--- config.mk ---
export PLATFORM = sky130hd
export DESIGN_NAME = sm_subtractor
export DESIGN_NICKNAME = d
export VERILOG_FILES = /design/src/rtl/sm_subtractor.sv
export SDC_FILE = /design/constraint.sdc
export NUM_CORES = 1
export LEC_CHECK = 0
export CORE_MARGIN = 2
export CORE_UTILIZATION = 30
export DETAILED_ROUTE_END_ITERATION = 7
export GPL_ROUTABILITY_DRIVEN = 0
export PLACE_DENSITY = 0.59
export SYNTH_ARGS = -nofsm -noshare
export SYNTH_HDL_FRONTEND = slang
export SYNTH_SLANG_ARGS = --single-unit
--- constraint.sdc ---
create_clock -name clk -period 3.1 [get_ports clk]
set_input_delay 0.93 -clock clk [delete_from_list [all_inputs] [get_ports clk]]
set_output_delay 0.93 -clock clk [all_outputs]
set_load 0.01 [all_outputs]
--- src/rtl/sm_subtractor.sv ---
// sm_subtractor: two-stage sign-magnitude subtractor c = a - b.
// Valid/ready handshake with backpressure, saturation and zero normalisation.
module sm_subtractor #(
    parameter int N = 16
) (
    input  logic         clk,
    input  logic         rst_n,
    input  logic         in_valid,
    output logic         in_ready,
    input  logic [N-1:0] in_a,
    input  logic [N-1:0] in_b,
    output logic         out_valid,
    input  logic         out_ready,
    output logic [N-1:0] out_c,
    output logic         out_ovf
);

    localparam int M = N - 1;

    typedef struct packed {
        logic         sa;
        logic         sb;
        logic [M-1:0] ma;
        logic [M-1:0] mb;
        logic         ge;
    } s1_t;

    s1_t          s1_d;
    s1_t          s1_q;
    logic         s1_valid;
    logic         s2_valid;
    logic         s1_adv;
    logic         s2_adv;
    logic         accept;
    logic [M-1:0] ma_in;
    logic [M-1:0] mb_in;
    logic [N-1:0] sum;
    logic [M-1:0] mag;
    logic         sgn;
    logic         ovf;
    logic [N-1:0] c_q;
    logic         ovf_q;

    assign s2_adv   = !s2_valid || out_ready;
    assign s1_adv   = s1_valid && s2_adv;
    assign in_ready = !s1_valid || s2_adv;
    assign accept   = in_valid && in_ready;

    assign ma_in = in_a[M-1:0];
    assign mb_in = in_b[M-1:0];

    // b is negated here; a zero magnitude always carries a + sign
    always_comb begin
        s1_d    = '0;
        s1_d.ma = ma_in;
        s1_d.mb = mb_in;
        s1_d.sa = in_a[N-1] && (ma_in != '0);
        s1_d.sb = !in_b[N-1] && (mb_in != '0);
        s1_d.ge = (ma_in >= mb_in);
    end

    always_comb begin
        sum = {1'b0, s1_q.ma} + {1'b0, s1_q.mb};
        mag = '0;
        sgn = 1'b0;
        ovf = 1'b0;
        unique case (1'b1)
            (s1_q.sa == s1_q.sb): begin
                sgn = s1_q.sa;
                if (sum[N-1]) begin
                    mag = '1;
                    ovf = 1'b1;
                end else begin
                    mag = sum[M-1:0];
                end
            end
            (s1_q.sa != s1_q.sb) && s1_q.ge: begin
                mag = s1_q.ma - s1_q.mb;
                sgn = s1_q.sa;
            end
            (s1_q.sa != s1_q.sb) && !s1_q.ge: begin
                mag = s1_q.mb - s1_q.ma;
                sgn = s1_q.sb;
            end
            default: ;
        endcase
        if (mag == '0) sgn = 1'b0;
    end

    always_ff @(posedge clk) begin
        if (!rst_n) begin
            s1_valid <= 1'b0;
            s2_valid <= 1'b0;
            c_q      <= '0;
            ovf_q    <= 1'b0;
        end else begin
            if (in_ready) s1_valid <= in_valid;
            if (s2_adv)   s2_valid <= s1_valid;
            if (accept)   s1_q     <= s1_d;
            if (s1_adv) begin
                c_q   <= {sgn, mag};
                ovf_q <= ovf;
            end
        end
    end

    assign out_valid = s2_valid;
    assign out_c     = c_q;
    assign out_ovf   = ovf_q;

endmodule

==> flow_metrics.py, run 1 <==
metrics = {
    "timing": {
        "finClkSkew_ns": 0.006499,
        "min_period_ns": 3.035,
        "tightest_slew_ns": 0.4683,
        "max_freq_mhz": 329.5,
        "drv_slew": 0,
        "setup_tns_ns": 0,
        "relSlewSlack_pct": 68.59,
        "hold_slack_ns": 0.4656,
        "setup_viol": 0,
        "period_share_pct": 97.89,
        "finalHoldViolCount": 0,
    },
    "worst_hold_path": {
        "hp-start": "out_c[1]",
        "hold_class": "register to register",
        "hold_end": "out_c[1]",
        "hold_depth": 2,
    },
    "worst_setup_path": {
        "cp.required_ns": 2.17,
        "timing.rr.end": "out_c[15]",
        "end_kind": "output port",
        "regToRegStartpoint": "s1_q[2]",
        "critPathArrivalTime_ns": 2.10,
        "critPathKind": "primary input to output port",
        "critPathMaxFanout": 5,
        "r2r_slack_ns": 0.13,
        "reg2reg_depth": 11,
        "crit_path_start_kind": "primary input",
    },
    "cts": {
        "clock_latency_ns": 0.29,
        "cts_tree": "built",
        "cts_max_level": 2,
        "cts_made_buffers": 5,
        "path_clk_slew_ns": 0.07,
        "cts_root_buf": "clkbuf_16",
        "clockBufferDepth": 2,
        "clkSinkCount": 52,
    },
    "cells_and_area": {
        "final.fill_count": 1426,
        "layout_common_cells": "61 x inv_1, 59 x ha_1, 54 x clkdlybuf4s50_1",
        "final_area_mm2": 0.005394,
        "seqCellArea_mm2": 0.001371,
        "instances_no_fill": 741,
        "drive_above_1_share_pct": 9.626,
        "layout_commonest_cell": "inv_1",
        "insertedDiodeCount": 0,
        "multi_input_area_mm2": 0.002709,
        "area_growth_pct": 24.13,
        "fin_nets": 660,
    },
    "power": {
        "comb_power_share_pct": 30.2,
        "internal_power_uw": 1347,
        "p_clk_share_pct": 28.6,
        "ir_worst_vdd_v": 0.0002161,
        "power_uw": 1953,
        "switching_power_uw": 605.9,
        "total_leakage_power_uw": 0.002253,
        "sw_frac_of_total_pct": 31.02,
        "cellPowerDensity_mw_per_mm2": 362.1,
        "p_seq_share_pct": 41.2,
    },
    "detailed_routing": {
        "wl_per_cell_um": 15.55,
        "viasPerCell": 5.269,
        "vias": 3904,
        "drt_iter0_markers": 274,
        "drtPass1Iterations": 5,
        "ant_nets": 0,
        "wl_um": 11530,
        "drc": 0,
    },
    "synth": {
        "async_reset_ff_share_pct": 0,
        "synth_cells": 498,
        "syn_area_mm2": 0.004345,
        "synth_top_family_by_area": "compound AO/OA/AOI/OAI gates",
        "yosysUniqueCellTypes": 68,
        "ys.flop_type": "edfxtp_1",
        "synth_nets": 598,
        "seq_area_frac_synth_pct": 31.56,
        "synth_edf_count": 33,
        "synthTopCellsByArea": "edfxtp_1 23%, ha_1 18%, dfxtp_1 8.8%",
        "avgSynthCellArea_um2": 8.726,
        "yosysTopAreaCellShare_pct": 22.80,
        "ys_warn_count": 0,
        "yosys.area_share.simple_pct": 15.63,
        "ys_ff_latch": 52,
        "synth_xor_area_share_pct": 2.419,
        "muxShareOfSynthArea_pct": 0.9790,
        "synth_compound_area_share_pct": 22.86,
        "synth_fa_ha_area_share_pct": 18.95,
        "synth_largest_area_cell": "edfxtp_1",
    },
    "outcome": {
        "status": "completed",
    },
    "floorplanning": {
        "io_pins": 55,
        "rows": 43,
        "die_area_mm2": 0.01546,
        "die_width_um": 124.4,
        "coreArea_mm2": 0.01399,
        "start_util_pct": 31.06,
        "fp.dieH_um": 124.4,
    },
    "grt": {
        "grt_max_degree": 34,
        "antenna_found_initial": 0,
        "grt_pass1_wl_um": 18890,
        "track_usage_pct": 14.74,
        "gr-total-overflow": 0,
        "grt_pass1_vias": 3784,
    },
    "placed_design": {
        "dp_hpwl_um": 9367,
        "portBuffers": 54,
        "place_area_mm2": 0.005176,
        "dpl.cell_count": 732,
    },
    "job": {
        "cap_violations": 0,
    },
}
[state kept, by name, summed over array words and instances, names as in the netlist]
register / cells
out_valid: 1
s1_valid: 1
out_ovf: 1
out_c: 16
s1_q: 33
[synth_stat cells (6+ instances only)]
master / n
nor4_1: 8
a211oi_1: 8
nor2b_1: 10
edfxtp_1: 33
buf_2: 7
ha_1: 61
dfxtp_1: 19
nand2_1: 23
clkbuf_1: 10
inv_1: 61
nand3_1: 10
o21ai_0: 33
a21o_1: 8
nor2_1: 36
xnor2_1: 9
a31oi_1: 9
a21oi_1: 40
nand4_1: 6
nor3_1: 11
nand2b_1: 9
[worst max-delay path, cell delays in order]
cell             delay, ns
clkdlybuf4s50_1       0.51
nor2b_4               0.06
nand2_1               0.07
clkdlybuf4s50_1       0.53
[power groups by stage]
stage | registers [uW] | logic [uW] | clock network, uW
floorplan | 822 | 347 | 0
global placement | 818 | 560 | 0
detailed placement | 821 | 568 | 0
CTS | 805 | 571 | 568
global route | 811 | 651 | 599
finish | 805 | 591 | 558
[worst max path at each step]
| stage | from | endpoint | slack, ns | cells after the start |
|---|---|---|---|---|
| 5_1_grt | s1_q[1] | out_c[15] | -0.0004 | 11 |
| 3_3_place_gp | in_b[1] | s1_q[0] | -0.13 | 12 |
| 3_5_place_dp | in_b[1] | s1_q[0] | -0.14 | 12 |
| 4_1_cts | s1_q[1] | out_c[15] | 0.02 | 11 |
| 6_report | out_ready | in_ready | 0.07 | 4 |
| 2_1_floorplan | s1_q[1] | out_c[15] | 0.32 | 11 |
[routing by layer]
| metal | track usage (%) | part of all wire, % | up-vias |
|---|---|---|---|
| met5 | 0 | 0 | - |
| met4 | 2.512 | 0.78 | 0 |
| met3 | 3.393 | 7.2 | 9 |
| met2 | 23.30 | 44 | 152 |
| met1 | 20.81 | 48 | 1825 |
| li1 | - | - | 1918 |
[per-stage QoR]
stage,setup WS [ns],util [%]
floorplan,0.3171,-
global placement,-0.1298,37.00
detailed placement,-0.1447,37.00
CTS,0.02217,38.06
global route,-0.0004310,38.56
finish,0.06548,38.56
[final cells by class]
class	instances	area share, %
Multi-Input combinational cell	364	50.22
Sequential cell	52	25.42
Timing Repair Buffer	75	13.18
Inverter	62	4.315
Tap cell	180	4.175
Clock buffer	6	2.389
Clock inverter	2	0.3016
[what timing repair did]
item,in CTS,in global routing
buffers inserted,0,1
setup endpoints to repair,1,3
resized for setup,1,14
pin swaps,0,5
hold buffers,0,0
[logic make-up (layout without fill, tap and decap cells)]
group | count (synthesis) | after routing
AO/OA/AOI/OAI | 151 | 151
XOR/XNOR | 12 | 12
AND/OR/NAND/NOR | 133 | 133
adder cells (fa/ha/maj) | 64 | 64
flip-flops | 52 | 52
multiplexers | 4 | 4
buffers and inverters | 82 | 145
Power figures use the tool's default switching activity.
==> run 2, diff against run 1 <==
--- a/config.mk
+++ b/config.mk
@@ -7,6 +7,7 @@
 export LEC_CHECK = 0
 export CORE_MARGIN = 2
 export CORE_UTILIZATION = 30
+export CTS_CLUSTER_DIAMETER = 50
 export DETAILED_ROUTE_END_ITERATION = 7
 export GPL_ROUTABILITY_DRIVEN = 0
 export PLACE_DENSITY = 0.59
==> results of run 2 <==
Final layout, timing and power as in run 1 (identical DEF).
